### src/rtl/uart_pkg.sv
// Shared UART definitions: receiver state codes, oversampling constants and the baud divisor.
// Used by uart_rx (optional parity via UART_RX_PARITY_EN) and the transmitter.
package uart_pkg;

    localparam int unsigned OVERSAMPLE = 16;
    localparam int unsigned MID_SAMPLE = 8;

    typedef enum logic [2:0] {
        IDLE   = 3'd0,
        START  = 3'd1,
        DATA   = 3'd2,
        PARITY = 3'd3,
        STOP   = 3'd4,
        BREAK  = 3'd5
    } uart_state_e;

    // Clocks per oversample tick; truncating division matches the transmitter.
    function automatic int unsigned calc_div(input int unsigned clk_freq,
                                             input int unsigned baud_rate,
                                             input int unsigned oversample = OVERSAMPLE);
        return clk_freq / (oversample * baud_rate);
    endfunction

endpackage

### src/rtl/uart_rx_if.sv
// Receiver-side UART link: serial input plus the parallel character outputs.
// parity_err exists only when UART_RX_PARITY_EN is defined.
interface uart_rx_if #(
    parameter int unsigned N = 8
);
    logic         rx;
    logic [N-1:0] d_in;
    logic         valid;
    logic         frame_err;
    logic         busy;
`ifdef UART_RX_PARITY_EN
    logic         parity_err;

    modport master (output rx, input d_in, input valid, input frame_err, input busy,
                    input parity_err);
    modport slave  (input rx, output d_in, output valid, output frame_err, output busy,
                    output parity_err);
`else
    modport master (output rx, input d_in, input valid, input frame_err, input busy);
    modport slave  (input rx, output d_in, output valid, output frame_err, output busy);
`endif
endinterface

### src/rtl/uart_baud_tick.sv
// Free-running oversample tick generator: one-clk pulse every CLK_FREQ/(OVERSAMPLE*baud) clocks.
// Only rst clears the counter, so the tick phase is independent of line activity.
module uart_baud_tick #(
    parameter int unsigned CLK_FREQ   = 100_000_000,
    parameter int unsigned baud       = 9600,
    parameter int unsigned OVERSAMPLE = 16
) (
    input  logic clk,
    input  logic rst,
    output logic tick
);
    localparam int unsigned DIV  = uart_pkg::calc_div(CLK_FREQ, baud, OVERSAMPLE);
    localparam int unsigned CntW = (DIV > 1) ? $clog2(DIV) : 1;

    logic [CntW-1:0] cnt_q, cnt_d;
    logic            wrap;

    always_comb begin
        wrap  = (cnt_q == CntW'(DIV - 1));
        cnt_d = wrap ? '0 : cnt_q + 1'b1;
    end

    always_ff @(posedge clk or posedge rst) begin
        if (rst) begin
            cnt_q <= '0;
        end else begin
            cnt_q <= cnt_d;
        end
    end

    assign tick = wrap;

endmodule

### src/rtl/uart_rx.sv
// 16x-oversampling 8N1 UART receiver with start-glitch rejection, framing check and break hold.
// Define UART_RX_PARITY_EN to add an even-parity bit and the parity_err output.
module uart_rx
    import uart_pkg::*;
#(
    parameter int unsigned N        = 8,
    parameter int unsigned baud     = 9600,
    parameter int unsigned CLK_FREQ = 100_000_000
) (
    input logic      clk,
    input logic      rst,
    uart_rx_if.slave bus
);
    localparam int unsigned BitW = $clog2(N);

    logic rx_meta_q, rxs_q;
    logic tick, mid_bit, end_bit;

    uart_state_e     state_q, state_d;
    logic [3:0]      sample_q, sample_d;
    logic [BitW-1:0] bit_q, bit_d;
    logic [N-1:0]    shift_q, shift_d;
    logic [N-1:0]    d_in_q, d_in_d;
    logic            valid_q, valid_d;
    logic            ferr_q, ferr_d;
    logic            busy;
`ifdef UART_RX_PARITY_EN
    logic            perr_q, perr_d;
    logic            par_bad_q, par_bad_d;
`endif

    // rx is asynchronous to clk; idle-high reset values avoid a false start after reset.
    always_ff @(posedge clk or posedge rst) begin
        if (rst) begin
            rx_meta_q <= 1'b1;
            rxs_q     <= 1'b1;
        end else begin
            rx_meta_q <= bus.rx;
            rxs_q     <= rx_meta_q;
        end
    end

    uart_baud_tick #(
        .CLK_FREQ  (CLK_FREQ),
        .baud      (baud),
        .OVERSAMPLE(OVERSAMPLE)
    ) u_baud_tick (
        .clk (clk),
        .rst (rst),
        .tick(tick)
    );

    assign mid_bit = tick && (sample_q == 4'(MID_SAMPLE - 1));
    assign end_bit = tick && (sample_q == 4'(OVERSAMPLE - 1));

    always_ff @(posedge clk or posedge rst) begin
        if (rst) begin
            state_q <= IDLE;
        end else begin
            state_q <= state_d;
        end
    end

    always_comb begin
        state_d = state_q;
        case (state_q)
            IDLE:  if (!rxs_q) state_d = START;
            START: if (mid_bit) state_d = rxs_q ? IDLE : DATA;
            DATA: begin
                if (end_bit && (bit_q == BitW'(N - 1))) begin
`ifdef UART_RX_PARITY_EN
                    state_d = PARITY;
`else
                    state_d = STOP;
`endif
                end
            end
`ifdef UART_RX_PARITY_EN
            PARITY: if (end_bit) state_d = STOP;
`endif
            // Leaving STOP mid-bit leaves half a bit to catch a back-to-back start edge.
            STOP:  if (end_bit) state_d = rxs_q ? IDLE : BREAK;
            BREAK: if (rxs_q) state_d = IDLE;
            default: state_d = IDLE;
        endcase
    end

    always_comb begin
        sample_d = sample_q;
        bit_d    = bit_q;
        shift_d  = shift_q;
        d_in_d   = d_in_q;
        valid_d  = 1'b0;
        ferr_d   = 1'b0;
        busy     = (state_q != IDLE);
`ifdef UART_RX_PARITY_EN
        perr_d    = 1'b0;
        par_bad_d = par_bad_q;
`endif
        case (state_q)
            IDLE: begin
                sample_d = '0;
                bit_d    = '0;
            end
            START: begin
                bit_d = '0;
                if (tick) sample_d = mid_bit ? 4'd0 : sample_q + 4'd1;
            end
            DATA: begin
                if (tick) sample_d = sample_q + 4'd1;
                if (end_bit) begin
                    shift_d = {rxs_q, shift_q[N-1:1]};
                    bit_d   = bit_q + 1'b1;
                end
            end
`ifdef UART_RX_PARITY_EN
            PARITY: begin
                if (tick) sample_d = sample_q + 4'd1;
                if (end_bit) par_bad_d = rxs_q ^ (^shift_q);
            end
`endif
            STOP: begin
                if (tick) sample_d = sample_q + 4'd1;
                if (end_bit) begin
                    if (!rxs_q) begin
                        ferr_d = 1'b1;
`ifdef UART_RX_PARITY_EN
                    end else if (par_bad_q) begin
                        perr_d = 1'b1;
`endif
                    end else begin
                        valid_d = 1'b1;
                        d_in_d  = shift_q;
                    end
                end
            end
            default: ;
        endcase
    end

    always_ff @(posedge clk or posedge rst) begin
        if (rst) begin
            sample_q  <= '0;
            bit_q     <= '0;
            shift_q   <= '0;
            d_in_q    <= '0;
            valid_q   <= 1'b0;
            ferr_q    <= 1'b0;
`ifdef UART_RX_PARITY_EN
            perr_q    <= 1'b0;
            par_bad_q <= 1'b0;
`endif
        end else begin
            sample_q  <= sample_d;
            bit_q     <= bit_d;
            shift_q   <= shift_d;
            d_in_q    <= d_in_d;
            valid_q   <= valid_d;
            ferr_q    <= ferr_d;
`ifdef UART_RX_PARITY_EN
            perr_q    <= perr_d;
            par_bad_q <= par_bad_d;
`endif
        end
    end

    assign bus.d_in      = d_in_q;
    assign bus.valid     = valid_q;
    assign bus.frame_err = ferr_q;
    assign bus.busy      = busy;
`ifdef UART_RX_PARITY_EN
    assign bus.parity_err = perr_q;
`endif

endmodule

### src/flat_wrapper.sv
// flat-port wrapper written by rule: the top's interface ports become plain ports
module uart_rx_flat import uart_pkg::*;
#(
    parameter int unsigned N        = 8,
    parameter int unsigned baud     = 9600,
    parameter int unsigned CLK_FREQ = 100_000_000
)
  (clk, rst, bus_rx, bus_d_in, bus_valid, bus_frame_err, bus_busy);
  uart_rx_if #(.N(N)) bus_i ();
  input logic clk;
  input logic rst;
  input wire logic [$bits(bus_i.rx)-1:0] bus_rx;
  output wire logic [$bits(bus_i.d_in)-1:0] bus_d_in;
  output wire logic [$bits(bus_i.valid)-1:0] bus_valid;
  output wire logic [$bits(bus_i.frame_err)-1:0] bus_frame_err;
  output wire logic [$bits(bus_i.busy)-1:0] bus_busy;
  assign bus_i.rx = bus_rx;
  assign bus_d_in = bus_i.d_in;
  assign bus_valid = bus_i.valid;
  assign bus_frame_err = bus_i.frame_err;
  assign bus_busy = bus_i.busy;
  uart_rx #(.N(N), .baud(baud), .CLK_FREQ(CLK_FREQ)) u_core (.clk(clk), .rst(rst), .bus(bus_i));
endmodule
### config.mk
export PLATFORM = sky130hd
export DESIGN_NAME = uart_rx_flat
export DESIGN_NICKNAME = d
export VERILOG_FILES = /design/src/rtl/uart_pkg.sv /design/src/rtl/uart_rx_if.sv /design/src/rtl/uart_baud_tick.sv /design/src/rtl/uart_rx.sv /design/src/flat_wrapper.sv
export SDC_FILE = /design/constraint.sdc
export NUM_CORES = 1
export LEC_CHECK = 0
export CAP_MARGIN = 20
export CELL_PAD_IN_SITES_DETAIL_PLACEMENT = 0
export CELL_PAD_IN_SITES_GLOBAL_PLACEMENT = 1
export CORE_ASPECT_RATIO = 0.5
export CORE_MARGIN = 2
export CORE_UTILIZATION = 46
export CTS_CLUSTER_SIZE = 8
export DETAILED_ROUTE_END_ITERATION = 10
export GPL_TIMING_DRIVEN = 1
export PLACE_DENSITY = 0.84
export REMOVE_ABC_BUFFERS = 1
export SYNTH_ARGS = -nofsm -noshare
export SYNTH_HDL_FRONTEND = slang
export SYNTH_SLANG_ARGS = --single-unit
export TNS_END_PERCENT = 50
### constraint.sdc
create_clock -name clk -period 3.06 [get_ports clk]
set_input_delay 0.612 -clock clk [delete_from_list [all_inputs] [get_ports clk]]
set_output_delay 0.612 -clock clk [all_outputs]
set_load 0.01 [all_outputs]
==> metrics.yaml, run 1 <==
status: "finished, final reports clean"
max_freq_ghz: 0.3853
cts_sinks: 40
irDropWorstVdd_mv: 0.1754
async_flop_share_pct: 100.0
grt_use_met1_pct: 21.91
p_per_area_nw_per_um2: 414.5
fin_area_sq_um: 2190
gr-usage-all-layers_pct: 16.35
finalSetupViolations: 0
final_cell_count_no_fill: 232
place.port_buffers: 13
syn_avg_cell_area_sq_um: 11.85
ant_nets: 0
ctsLongestPathBuffers: 2
synth_edf_count: 0
die-area_sq_um: 4710
dieWidth_um: 95.08
coreArea_sq_um: 3944
required_ns: 3.23
drc: 0
grt_busiest_layer: "met2"
synthDistinctLibCells: 42
drt_iter0_drc: 40
finalCriticalPeriod_ns: 2.595
p_leak_nw: 0.9832
postCtsSetupRepairBufs: 0
cts_resized: 0
fill_cells: 339
synthFlopType: "dfrtp_1"
cts_buffers: 5
synth_warnings: 0
syn-instance-count: 161
grt_pass1_wl_um: 5934
wire_per_inst_um: 14.42
finish.utilization_pct: 55.52
diodes: 0
post_drt_via_cell_ratio: 5.457
io_pins: 14
layout.cells.most_common: "dfrtp_1"
grt_use_met2_pct: 25.82
netlist_area_sq_um: 1908
worst_pin_slew_ns: 0.5566
drv_cap: 0
start_util_pct: 48.38
insertion_delay_ns: 0.29
vias: 1266
dpl_cell_area_sq_um: 2092
crit_fanout: 8
cts_root_buffer: "clkbuf_8"
finClkSkew_ns: 0.005432
hpwl_um: 2324
area_growth_pct: 14.75
rows: 16
slew_headroom_pct: 62.81
die_y_um: 49.54
ys_ff_latch: 40
hold_viol_final: 0
clk_pin_slew_ns: 0.08
rsz0062_at_grt: "false"
multi_input_area_sq_um: 853.3
hold_path_depth: 0
drive_gt1_share_pct: 19.10
rr_worst_depth: 4
worstSetupPathType: "reg -> reg"
grt_pass1_vias: 1289
antenna_found_initial: 0
arrival_ns: 2.77
timing.final.crit_share_pct: 84.82
worstSetupEndpointType: "flip-flop"
synth-seq-area-share_pct: 52.59
grt_use_met3_pct: 5.046
startpoint_type: "flip-flop"
final_cell_mix: "dfrtp_1 (38), clkdlybuf4s50_1 (13), nand2_1 (12)"
seqCellArea_sq_um: 1003
fin_tns_setup_ns: 0
h-tree-depth: 2
place_congestion: 0.7894
post-place-cells: 224
hold_class: "reg -> reg"
overflow: 0
firstDrtPassIters: 4
final_nets: 185
grt_max_degree: 41
drv_slew: 0
tritoncts: "done"
cts_hold_buf: 0
postRouteWirelength_um: 3345
==> critical path: stages (launching register included) <==
cell,delay (ns)
dfrtp_1,0.43
or4b_4,0.58
or4_4,0.53
or4_4,0.61
mux2_4,0.33
==> through the flow <==
stage                     hold WS (ns)  setup slack (ns)   power, W
after floorplan                 0.3452            0.5722  0.0005500
after global placement          0.3469            0.5171  0.0005564
after detailed placement        0.3513            0.4748  0.0005570
after CTS                       0.3622            0.4679  0.0009186
after global routing            0.3690            0.3801  0.0009472
final                           0.3601            0.4645  0.0009077
==> metal layers <==
metal / vias up / share of wire (%)
li1: 624 / -
met5: - / 0
met4: 0 / 0.57
met2: 28 / 46
met3: 2 / 3.5
met1: 612 / 50
==> path summary, 6_finish.rpt <==
| kind | start | end | slack [ns] |
|---|---|---|---|
| min in group asynchronous | rst | u_core.state_q[0] | 0.76 |
| min reg2reg | u_core.rx_meta_q | u_core.rxs_q | 0.36 |
| min | u_core.rx_meta_q | u_core.rxs_q | 0.36 |
| max reg2reg | u_core.u_baud_tick.cnt_q[4] | u_core.bus.d_in[4] | 0.46 |
| max | u_core.u_baud_tick.cnt_q[4] | u_core.bus.d_in[4] | 0.46 |
| max in group asynchronous | rst | u_core.rxs_q | 1.95 |
==> power breakdown <==
group          leakage (nW)  internal (W)   total, W  switching, W
Sequential            0.532      0.000531   0.000532    0.00000115
Combinational         0.407    0.00000348  0.0000139     0.0000104
Clock                0.0434      0.000182   0.000362      0.000180
==> kinds of logic after synthesis <==
| family | count (synthesis) | synth area share (%) |
|---|---|---|
| AOI/OAI and AO/OA | 25 | 9.180 |
| xor gates and xnor gates | 8 | 3.672 |
| adders and majority gates | 5 | 3.279 |
| buffers and inverters | 11 | 2.688 |
| DFF | 40 | 52.59 |
| muxes | 18 | 12.07 |
| and+or+nand+nor | 54 | 16.53 |
==> Yosys cell counts, drive strengths merged (3+ instances only) <==
cell type,count,area [sq um]
dfrtp,38,950.9
mux2,16,210.2
nand2,12,45.04
nand3,8,40.04
nor2,6,22.52
nor4,6,37.54
o21ai,6,30.03
ha,5,62.56
xnor2,5,43.79
a21oi,4,20.02
clkbuf,4,15.01
inv,4,15.01
and2,3,18.77
buf,3,21.27
nand4,3,18.77
o31ai,3,22.52
xor2,3,26.28
==> state kept, by name, summed over array words and instances (netlist names) <==
register	count
u_core.rxs_q	1
u_core.bit_q	3
u_core.bus.frame_err	1
u_core.shift_q	8
u_core.rx_meta_q	1
u_core.sample_q	4
u_core.state_q	3
u_core.bus.d_in	8
u_core.bus.valid	1
u_core.u_baud_tick.cnt_q	10
==> layout make-up <==
type | instances | share of cell area [%]
Clock inverter | 2 | 0.6857
Clock buffer | 6 | 3.771
Tap cell | 54 | 3.086
Timing Repair Buffer | 16 | 6.971
Sequential cell | 40 | 45.83
Inverter | 4 | 0.6857
Multi-Input combinational cell | 110 | 38.97
Power figures use the tool's default switching activity.
==> run 2: changes to the inputs <==
Clock period 3.06 ns to 2.6 ns, I/O delays scaled along.
==> run 2 against run 1 <==
  * Cell area increased by 3.0%
  * Flip-flop and latch count did not move
  * Critical path type unchanged
  * Worst setup slack got worse by 0.40 ns
  * Sequential power up 18%
  * Via count grew 5.8%
  * Core utilization rose by 1.7 points
  * Critical path depth did not move
  * Critical endpoint is now u_core.bus.d_in[0]
  * Hold slack got worse by 0.0015 ns
  * Total power rose by 15%
==> metrics.yaml, run 2 (same netlist as run 1, synthesis figures left out) <==
start_util_pct: 48.38  # unchanged
grt_busiest_layer: "met2"
grt_use_met3_pct: 6.422  # +1.4 points
grt_max_degree: 41  # unchanged
area_growth_pct: 18.23
timing.final.crit_share_pct: 97.59  # +13 points
max_freq_ghz: 0.3941  # +2.3%
postCtsSetupRepairBufs: 0  # unchanged
grt_use_met2_pct: 29.46  # +3.6 points
r2r_end: "u_core.bus.d_in[0]"
switching_share_pct: 22.18  # +1.1 points
timing.hold.ws_ns: 0.3586  # -0.001499 ns
rr_worst_depth: 4  # unchanged
wire_per_inst_um: 14.94  # +3.6%
drt_iter0_drc: 46  # +15%
slew_headroom_pct: 67.19  # +4.4 points
h-tree-depth: 2  # unchanged
p_leak_nw: 1.036  # +5.4%
largest_reg_flops: 10  # unchanged
min_to: "u_core.rxs_q"
crit_fanout: 8  # unchanged
final_cell_mix: "dfrtp_1 (38), buf_4 (14), clkdlybuf4s50_1 (13)"
drc: 0  # unchanged
ant_nets: 0  # unchanged
grt_use_met1_pct: 22.16  # +0.25 points
startpoint_type: "flip-flop"
post-place-cells: 235  # +4.9%
io_pins: 14  # unchanged
min-delay-start: "u_core.rx_meta_q"
cp_common_cell: "or4_4"
grt_pass1_wl_um: 6292  # +6.0%
place.port_buffers: 13  # unchanged
irDropWorstVdd_mv: 0.1990  # +13%
max_stage_delay_ns: 0.61  # about the same
layout.cells.most_common: "dfrtp_1"
reg2reg_slack_ns: 0.06  # -0.40 ns
finClkSkew_ns: 0.005918  # +0.0004859 ns
cpMaxStageDelayCell: "or4_4"
clk_pin_slew_ns: 0.08  # about the same
final_cell_count_no_fill: 242  # +4.3%
comb_power_share_pct: 1.6  # about the same
drv_slew: 0  # unchanged
worst_pin_slew_ns: 0.4922  # -0.06443 ns
gr-usage-all-layers_pct: 17.76  # +1.4 points
cts_hold_buf: 0  # unchanged
clkPwrFrac_pct: 38.4  # -1.5 points
internal_power_w: 0.0008103  # +13%
regMostFlops: "u_core.u_baud_tick.cnt_q"
diodes: 0  # unchanged
rows: 16  # unchanged
rsz0062_at_grt: "false"
p_per_area_nw_per_um2: 461.6  # +11%
path_cells: "or4b_4 > or4_4 > or4_4 > mux2_4"
cts_root_buffer: "clkbuf_8"
cts_sinks: 40  # unchanged
finalCriticalPeriod_ns: 2.537  # -0.05815 ns
r2r-start: "u_core.u_baud_tick.cnt_q[4]"
place_congestion: 0.8126  # +2.9%
dieWidth_um: 95.08  # unchanged
overflow: 0  # unchanged
status: "finished, final reports clean"
ctsLongestPathBuffers: 2  # unchanged
vias: 1340  # +5.8%
coreArea_sq_um: 3944  # unchanged
finalSetupViolations: 0  # unchanged
cts_buffers: 5  # unchanged
hold_path_depth: 0  # unchanged
tritoncts: "done"
post_drt_via_cell_ratio: 5.537  # +1.5%
die_y_um: 49.54  # unchanged
drv_cap: 0  # unchanged
hpwl_um: 2613  # +12%
antenna_found_initial: 0  # unchanged
final_nets: 196  # +5.9%
arrival_ns: 2.71  # -0.06 ns
die-area_sq_um: 4710  # unchanged
p_switching_w: 0.0002310  # +21%
drive_gt1_share_pct: 23.40  # +4.3 points
postRouteWirelength_um: 3615  # +8.1%
hold_class: "reg -> reg"
insertion_delay_ns: 0.29  # about the same
fin_tns_setup_ns: 0  # unchanged
worstSetupPathType: "reg -> reg"
firstDrtPassIters: 4  # unchanged
required_ns: 2.78  # -0.45 ns
worst-path-buf-inv: 0  # unchanged
hold_viol_final: 0  # unchanged
cts_resized: 0  # unchanged
grt_pass1_vias: 1355  # +5.1%
worstSetupEndpointType: "flip-flop"
seq_power_share_pct: 60.1  # +1.5 points
crit_family: "simple AND/OR/NAND/NOR gates"
-- run 2: cell types whose count changed in the layout (fill, tap and decap cells not counted) --
cell	previous run	this run
buf_4	3	14
clkbuf_8	6	5
clkinv_2	0	1
clkinvlp_4	2	1
-- run 2: per-layer routing --
| metal | wire length (um) | part of all wire, % | vias to the layer above |
|---|---|---|---|
| met4 | 36 | 1.0 | 0 |
| met3 | 139 | 3.8 | 7 |
| met2 | 1689 | 47 | 28 |
| met5 | 0 | 0 | - |
| li1 | - | - | 648 |
| met1 | 1749 | 48 | 657 |
-- run 2: power by group through the flow --
| stage | Clock [W] | Sequential (W) | Combinational (W) |
|---|---|---|---|
| 6_report | 0.000399 | 0.000626 | 0.0000162 |
| 5_1_grt | 0.000442 | 0.000626 | 0.0000196 |
| 4_1_cts | 0.000408 | 0.000626 | 0.0000174 |
| 3_5_place_dp | 0 | 0.000638 | 0.0000172 |
| 3_3_place_gp | 0 | 0.000638 | 0.0000169 |
| 2_1_floorplan | 0 | 0.000638 | 0.00000968 |
-- run 2: how the worst max path moves through the flow --
| stage | startpoint | endpoint | slack (ns) | cells after the start |
|---|---|---|---|---|
| floorplan | u_core.u_baud_tick.cnt_q[6] | u_core.bus.d_in[0] | 0.11 | 4 |
| global placement | u_core.u_baud_tick.cnt_q[4] | u_core.bus.d_in[0] | 0.11 | 4 |
| detailed placement | u_core.u_baud_tick.cnt_q[4] | u_core.bus.d_in[0] | 0.07 | 4 |
| CTS | u_core.u_baud_tick.cnt_q[4] | u_core.bus.d_in[0] | 0.06 | 4 |
| global route | u_core.u_baud_tick.cnt_q[4] | u_core.bus.d_in[0] | 0.01 | 4 |
| finish | u_core.u_baud_tick.cnt_q[4] | u_core.bus.d_in[0] | 0.06 | 4 |
-- run 2: worst reg2reg max path, cell delays in order (launching register included) --
cell	delay, ns
dfrtp_1	0.38
or4b_4	0.57
or4_4	0.53
or4_4	0.61
mux2_4	0.34
-- run 2: through the flow --
stage / utilization, % / setup WS (ns) / power, W / area (sq um)
global route: 57.20 / 0.01405 / 0.001087 / 2256
CTS: 57.20 / 0.05893 / 0.001051 / 2256
detailed placement: 55.14 / 0.07120 / 0.0006552 / 2175
floorplan: - / 0.1122 / 0.0006474 / 1872
finish: 57.20 / 0.06268 / 0.001041 / 2256
global placement: 55.14 / 0.1119 / 0.0006549 / 2175
-- run 2: cell type report --
| cell class | instances | area (sq um) |
|---|---|---|
| Clock buffer | 5 | 68.82 |
| Clock inverter | 2 | 12.51 |
| Fill cell | 355 | 1688 |
| Multi-Input combinational cell | 110 | 853.3 |
| Inverter | 4 | 15.01 |
| Tap cell | 54 | 67.56 |
| Timing Repair Buffer | 27 | 235.2 |
| Sequential cell | 40 | 1003 |
==> run 3: changes to the inputs <==
Settings changed: CTS_CLUSTER_SIZE 8 to 40, GPL_ROUTABILITY_DRIVEN from default to 0, SLEW_MARGIN from default to 20.
==> results of run 3 <==
The final DEF is identical to that of run 2; final timing and power are the same.
